### src/rtl/mux_arb_pkg.sv
// Shared types, constants and the round-robin search helper for the 8-way
// mux arbiter.
package mux_arb_pkg;

    localparam int NUM_REQ = 8;
    localparam int SEL_W   = 3;

    typedef enum logic {
        IDLE  = 1'b0,
        GRANT = 1'b1
    } arb_state_e;

    typedef struct packed {
        logic             found;
        logic [SEL_W-1:0] idx;
    } rr_pick_t;

    // Scan downward so the lowest offset from ptr is written last and wins.
    function automatic rr_pick_t rr_pick(
        input logic [NUM_REQ-1:0] req,
        input logic [SEL_W-1:0]   ptr
    );
        rr_pick_t         res;
        logic [SEL_W-1:0] idx;
        res = '0;
        for (int k = NUM_REQ - 1; k >= 0; k--) begin
            idx = ptr + SEL_W'(k);
            if (req[idx]) begin
                res.found = 1'b1;
                res.idx   = idx;
            end
        end
        return res;
    endfunction

endpackage

### src/rtl/mux_8x1.sv
// Existing 8-to-1 single-bit selector datapath shared by the arbiter.
module mux_8x1 (
    input  logic [7:0] in,
    input  logic [2:0] sel,
    output logic       out
);

    assign out = in[sel];

endmodule

### src/rtl/mux_8x1_arbiter.sv
// Round-robin arbiter sequencing one mux_8x1 among eight requesters, with a
// bounded grant hold and back-to-back re-grant on release.
module mux_8x1_arbiter
    import mux_arb_pkg::*;
#(
    parameter int MAX_HOLD = 4,
    parameter int HOLD_W   = 8
) (
    input  logic               clk,
    input  logic               rst,
    input  logic [NUM_REQ-1:0] req,
    input  logic [NUM_REQ-1:0] din,
    output logic [NUM_REQ-1:0] gnt,
    output logic [SEL_W-1:0]   sel,
    output logic               busy,
    output logic               dout
);

    arb_state_e         state_q, state_d;
    logic [NUM_REQ-1:0] gnt_q,   gnt_d;
    logic [SEL_W-1:0]   sel_q,   sel_d;
    logic [SEL_W-1:0]   ptr_q,   ptr_d;
    logic [HOLD_W-1:0]  hold_q,  hold_d;

    logic [SEL_W-1:0]   pick_ptr;
    rr_pick_t           pick;
    logic               release_grant;
    logic               mux_out;

    // On release the owner's successor leads the scan, putting the owner last.
    assign pick_ptr      = (state_q == GRANT) ? sel_q + SEL_W'(1) : ptr_q;
    assign pick          = rr_pick(req, pick_ptr);
    assign release_grant = !req[sel_q] || (hold_q == HOLD_W'(MAX_HOLD));

    always_comb begin
        // NOTE: every next-state signal gets a default first so no path leaves it unassigned and no latch is inferred.
        state_d = state_q;
        gnt_d   = gnt_q;
        sel_d   = sel_q;
        ptr_d   = ptr_q;
        hold_d  = hold_q;

        unique case (state_q)
            IDLE: begin
                if (pick.found) begin
                    state_d = GRANT;
                    gnt_d   = NUM_REQ'(1) << pick.idx;
                    sel_d   = pick.idx;
                    hold_d  = HOLD_W'(1);
                end
            end

            GRANT: begin
                if (!release_grant) begin
                    hold_d = hold_q + HOLD_W'(1);
                end else begin
                    ptr_d = pick_ptr;
                    if (pick.found) begin
                        gnt_d  = NUM_REQ'(1) << pick.idx;
                        sel_d  = pick.idx;
                        hold_d = HOLD_W'(1);
                    end else begin
                        state_d = IDLE;
                        gnt_d   = '0;
                    end
                end
            end

            default: begin
                state_d = IDLE;
                gnt_d   = '0;
            end
        endcase
    end

    always_ff @(posedge clk) begin
        // NOTE: sequential state uses non-blocking assignments so every register samples pre-edge values.
        if (rst) begin
            state_q <= IDLE;
            gnt_q   <= '0;
            sel_q   <= '0;
            ptr_q   <= '0;
            hold_q  <= '0;
        end else begin
            state_q <= state_d;
            gnt_q   <= gnt_d;
            sel_q   <= sel_d;
            ptr_q   <= ptr_d;
            hold_q  <= hold_d;
        end
    end

    mux_8x1 u_mux (
        .in  (din),
        .sel (sel_q),
        .out (mux_out)
    );

    assign gnt  = gnt_q;
    assign sel  = sel_q;
    assign busy = (state_q == GRANT);
    assign dout = mux_out & busy;

endmodule
### config.mk
export PLATFORM = sky130hd
export DESIGN_NAME = mux_8x1_arbiter
export DESIGN_NICKNAME = d
export VERILOG_FILES = /design/src/rtl/mux_arb_pkg.sv /design/src/rtl/mux_8x1.sv /design/src/rtl/mux_8x1_arbiter.sv
export SDC_FILE = /design/constraint.sdc
export NUM_CORES = 1
export LEC_CHECK = 0
export ABC_AREA = 1
export CAP_MARGIN = 20
export CORE_UTILIZATION = 45
export DETAILED_ROUTE_END_ITERATION = 8
export GPL_ROUTABILITY_DRIVEN = 1
export PLACE_DENSITY = 0.76
export SLEW_MARGIN = 40
export SYNTH_ARGS = -nofsm -noshare
export SYNTH_HDL_FRONTEND = slang
export SYNTH_SLANG_ARGS = --single-unit
### constraint.sdc
create_clock -name clk -period 6.1 [get_ports clk]
set_input_delay 0.61 -clock clk [delete_from_list [all_inputs] [get_ports clk]]
set_output_delay 0.61 -clock clk [all_outputs]
set_load 0.01 [all_outputs]
After elaboration in Yosys (flattened, before gate mapping)
Index checks and enable logic that the tools add are counted.
{ "totals": {"ff_bits": 23, "in_bits": 18, "wordCells": 75} }
{ "op_classes": {"magnitude_cmp": 9, "n_mux": 42, "n_shift": 1, "n_eq_ne": 3, "bitwise_logic": 2, "add_sub_neg": 9, "n_reduce_logical": 4} }
{ "op_table": {"columns": ["cell", "count"], "rows": [
  ["8-bit 2-to-1 mux", 5],
  ["3-bit by 4-bit < comparator with 1-bit output, second input constant", 9],
  ["4-bit 2-to-1 mux", 8],
  ["8-bit one-hot mux with 2 select lines", 2],
  ["1-bit binary-select mux with 3-bit select", 10],
  ["3-bit adder, second input constant", 4],
  ["1-bit 2-to-1 mux", 12],
  ["3-bit 2-to-1 mux", 3],
  ["8-bit by 1-bit adder with 8-bit output, second input constant", 1],
  ["8-bit by 3-bit == test with 1-bit output, second input constant", 1],
  ["1-bit by 3-bit << shifter with 8-bit output, first input constant", 1],
  ["3-bit by 1-bit adder with 3-bit output, second input constant", 2],
  ["3-bit by 2-bit adder with 3-bit output, second input constant", 2],
  ["3-bit one-hot mux with 2 select lines", 1],
  ["2-bit AND reduction", 2],
  ["2-bit by 1-bit inequality test with 1-bit output, second input constant", 1],
  ["2-bit inequality test, second input constant", 1],
  ["1-bit one-hot mux with 2 select lines", 1],
  ["1-bit AND", 1],
  ["1-bit logical NOT", 1],
  ["1-bit logical OR", 1],
  ["1-bit NOT", 1]
]} }

Logic depth before layout (Yosys ltp)
{ "logic_depth": {"ltp_word": 17, "mapped_depth": 23, "mapped_depth_nobuf": 22} }

Cells and area by module
Synthesis repeated with hierarchy kept, for this count alone.
{ "hier_totals": {"cells_unflattened": 367, "hier_area_um2": 2267.2} }
{ "modules_own_cells": {"columns": ["mod", "n_inst", "seq_area_each_um2", "cells_per_inst", "area_per_inst_um2"], "rows": [
  ["mux_8x1_arbiter", 1, 460.4, 339, 2157.1],
  ["mux_8x1", 1, 0.0, 28, 110.1]
]} }

Least setup slack after synthesis
No wires, ideal clock.
{ "synth_path": {"path_type": "register -> register", "from": "register sel_q[0], in the netlist sel[0]", "to": "register gnt_q[4], in the netlist gnt[4]", "setup_time_ns": 0.070, "n_path_buf": 1, "synth_period_minus_slack_ns": 2.552, "t_arrival_ns": 2.482, "path_slack_ns": 3.548, "stages_incl_launch_ff": 24, "path_cell_list": "dfxtp_1 > ha_1 > inv_1 > nand2_1 > nand2_1 > buf_4 > ha_1 > inv_1 > nand3_1 > nand2_1 > nand2_1 > nand2_1 > inv_1 > nand2_1 > nand2_1 > nand2_1 > nand2_1 > nand2_1 > nand2_1 > nand2_2 > nand2_1 > nor2_1 > nand2_1 > a21oi_1"} }
{ "synth_between": {"elab_chain_cells": 17, "elab_cells_between_ends": 45, "cone_classes": "add/sub (8); eq/ne (2); shift (1); mux (31); reduce/logical (3)"} }
{ "synth_rtl": {"columns": ["element", "line_no", "source"], "rows": [
  ["start, declared", "mux_8x1_arbiter.sv:21", "logic [SEL_W-1:0] sel_q, sel_d;"],
  ["start signal, assigned", "mux_8x1_arbiter.sv:87", "sel_q <= sel_d;"],
  ["3-bit by 1-bit adder with 3-bit output", "mux_8x1_arbiter.sv:31", "assign pick_ptr = (state_q == GRANT) ? sel_q + SEL_W'(1) : ptr_q;"],
  ["3-bit 2-to-1 mux", "mux_8x1_arbiter.sv:31", null],
  ["3-bit adder", "mux_arb_pkg.sv:27", "idx = ptr + SEL_W'(k);"],
  ["1-bit binary-select mux with 3-bit select", "mux_arb_pkg.sv:28", "if (req[idx]) begin"],
  ["1-bit 2-to-1 mux (not written as such)", "mux_arb_pkg.sv:28", null],
  ["4-bit 2-to-1 mux (8 in a row)", "mux_arb_pkg.sv:28", null],
  ["1-bit by 3-bit << shifter with 8-bit output", "mux_8x1_arbiter.sv:47, mux_8x1_arbiter.sv:59", null],
  ["8-bit 2-to-1 mux", "mux_8x1_arbiter.sv:58", "if (pick.found) begin"],
  ["8-bit 2-to-1 mux", "mux_8x1_arbiter.sv:54", "if (!release_grant) begin"],
  ["8-bit one-hot mux with 2 select lines", "mux_8x1_arbiter.sv:43", "unique case (state_q)"],
  ["end signal, assigned", "mux_8x1_arbiter.sv:86", "gnt_q <= gnt_d;"],
  ["end, declared", "mux_8x1_arbiter.sv:20", "logic [NUM_REQ-1:0] gnt_q, gnt_d;"]
]} }
Parallel ways exist; a longest one is shown, timed or not. The select of a mux whose other input is x is not followed.
A chain may end at the register's enable or synchronous reset.

Worst setup path after layout
{ "layout_path": {"from": "register sel_q[0], in the netlist sel[0]", "to": "register gnt_q[6], in the netlist gnt[6]"} }
The elaborated chain is that of the path after synthesis.

==> flow_metrics.env <==
export IMPL_outcome="finished clean"
export IMPL_power_density_nw_per_um2=496
export IMPL_viasPerCell=5.10
export IMPL_synth_cell_types=37
export IMPL_fp_dieH_um=70.2
export IMPL_io_pins=31
export IMPL_dp_cells=432
export IMPL_synth_cells=359
export IMPL_crit_required_ns=6.29
export IMPL_yosys_area_top_type="nand2_1"
export IMPL_clk_pin_slew_ns=0.08
export IMPL_utilization=0.552
export IMPL_num_rows=24
export IMPL_multi_input_area_um2=1390
export IMPL_cts_setup_buffers=0
export IMPL_core_um2=4410
export IMPL_worstMarginPinSlew_ns=0.673
export IMPL_r2r_cells=18
export IMPL_setup_viol=0
export IMPL_final_common_cell="nand2_1"
export IMPL_synth_flop_cell="dfxtp_1"
export IMPL_synthToLayoutAreaGrowth_pct=16.2
export IMPL_cp_max_fo=16
export IMPL_track_usage=0.217
export IMPL_clk_path_buf_depth=2
export IMPL_wl_per_cell_um=11.4
export IMPL_layout_common_cells="nand2_1 (126), inv_1 (37), nand3_1 (32)"
export IMPL_ys_seq_area_frac=0.220
export IMPL_start_util=0.475
export IMPL_seq_area_um2=460
export IMPL_clock_root_buffer="clkbuf_8"
export IMPL_arrival_ns=3.50
export IMPL_report_final_slew_viol_count=0
export IMPL_dieArea_um2=4930
export IMPL_holdPathStages=2
export IMPL_stdcell_count=436
export IMPL_fin_crit_sh=0.542
export IMPL_clock_latency_ns=0.26
export IMPL_fin_area_um2=2430
export IMPL_cts_buffers=3
export IMPL_avgSynthCellArea_um2=5.84
export IMPL_synth_top_area_frac=0.226
export IMPL_grt_overflow_total=0
export IMPL_async_flop_share=0
export IMPL_finalClockSkew_ns=0.00267
export IMPL_ys_warn_count=0
export IMPL_endpoint_kind="flop"
export IMPL_ant_nets=0
export IMPL_cts_tree="yes"
export IMPL_port_buffers=30
export IMPL_dpl_cell_area_um2=2390
export IMPL_fmax_mhz=303
export IMPL_tns_ns=0
export IMPL_p_leak_nw=1.17
export IMPL_grt_max_degree=19
export IMPL_critPathLaunchType="flop"
export IMPL_drt_iter0_drc=133
export IMPL_nets=408
export IMPL_maxCapViolations=0
export IMPL_synth_area_leaders="nand2_1 (23%), dfxtp_1 (22%), nand3_1 (7.6%), inv_1 (6.6%), nand2_2 (6.3%)"
export IMPL_place_congestion=0.899
export IMPL_post_cts_resize_count=0
export IMPL_die_x_um=70.2
export IMPL_hp_class="reg -> reg"
export IMPL_grt_pass1_wl_um=8900
export IMPL_dpl_hpwl_um=4090
export IMPL_num_vias=2225
export IMPL_drtPass1Iterations=4
export IMPL_irDropWorstVdd_mv=0.301
export IMPL_relSlewSlack=0.550
export IMPL_finalHoldViolations=0
export IMPL_syn_cell_area_um2=2100
export IMPL_cts_htree_levels=1
export IMPL_wl_um=4990
export IMPL_synth_edff_count=0
export IMPL_synthesis_nets=382
export IMPL_worstSetupPathType="reg -> reg"
export IMPL_grt_pass1_vias=2091
export IMPL_cts_hold_buf=0
export IMPL_ys_seq_elements=23
export IMPL_fillers=448
export IMPL_grt_setup_unrepaired="no"
export IMPL_antenna_cells=0
export IMPL_cts_sinks=23
export IMPL_route_detailed_drc=0
export IMPL_power_w=0.00121
export IMPL_fin_crit_ns=3.31
export IMPL_antenna_found_initial=0
export IMPL_drive_gt1_frac=0.120
[path summary, 6_finish.rpt]
path / slack (ns) / to / start
hold reg to reg: 0.47 / gnt[7]$_SDFFE_PP0P_ / gnt[7]$_SDFFE_PP0P_
hold / removal: 0.47 / gnt[7]$_SDFFE_PP0P_ / gnt[7]$_SDFFE_PP0P_
setup reg to reg: 2.79 / gnt[6]$_SDFFE_PP0P_ / sel[0]$_SDFFE_PP0P_
setup / recovery: 2.79 / gnt[6]$_SDFFE_PP0P_ / sel[0]$_SDFFE_PP0P_
[worst max-delay path: stages (launching register included)]
cell     delay (ns)
dfxtp_1        0.62
ha_1           0.32
inv_1          0.08
nand2_1        0.05
nand2_1        0.34
ha_1           0.35
inv_1          0.16
nand3_1        0.09
nand2_1        0.11
nand2_1        0.08
nand2_1        0.12
nor2_1         0.07
nand4_2        0.14
nand2_2        0.17
nand2_1        0.14
nand3_1        0.09
nor2_1         0.14
nand2_1        0.06
a21oi_1        0.11
[Yosys cell counts, drive strengths merged, types with 2 or more instances]
| master | count |
|---|---|
| clkbuf | 2 |
| nand3 | 33 |
| nor3 | 2 |
| dfxtp | 23 |
| inv | 46 |
| ha | 5 |
| a211oi | 4 |
| a21oi | 26 |
| buf | 7 |
| o21ai | 19 |
| nor2 | 26 |
| nand2 | 150 |
| a21boi | 2 |
| nand4 | 4 |
| and2 | 2 |
[sequential cells by signal (all words and copies together) (netlist names)]
signal	cells
hold_q	8
busy	1
sel	3
gnt	8
ptr_q	3
[per-stage QoR]
step / hold slack, ns / setup WS [ns]
after floorplan: 0.455 / 3.55
after global placement: 0.455 / 2.88
after detailed placement: 0.457 / 2.81
after CTS: 0.472 / 2.79
after global routing: 0.497 / 2.42
final: 0.469 / 2.79
[per-layer routing]
| layer | global-route usage | vias to the layer above | wire length (µm) |
|---|---|---|---|
| met5 | 0 | - | 0 |
| met2 | 0.390 | 34 | 2410 |
| met3 | 0.0101 | 5 | 128 |
| met1 | 0.280 | 992 | 2400 |
| li1 | - | 1194 | - |
| met4 | 0.0600 | 0 | 48 |
[final cells by class]
cell class | count | share of cell area
Multi-Input combinational cell | 281 | 0.570
Timing Repair Buffer | 30 | 0.123
Sequential cell | 23 | 0.189
Tap cell | 52 | 0.0267
Clock buffer | 4 | 0.0185
Inverter | 46 | 0.0719
[kinds of logic (layout without fill, tap and decap cells)]
group | after synthesis | in the layout | synth area share
AO/OA/AOI/OAI | 56 | 56 | 0.156
XOR/XNOR | 1 | 1 | 0.00418
adder cells (fa/ha/maj) | 5 | 5 | 0.0299
buffers and inverters | 55 | 80 | 0.118
flip-flops | 23 | 23 | 0.220
AND/OR/NAND/NOR | 219 | 219 | 0.473
[where the power goes]
part           total (W)  internal [W]  switching (W)
logic           0.000896      0.000315       0.000582
registers       0.000218      0.000186      0.0000322
clock network  0.0000936     0.0000466      0.0000469
total            0.00121      0.000547       0.000661
No activity file was read; power rests on OpenSTA's default activity.
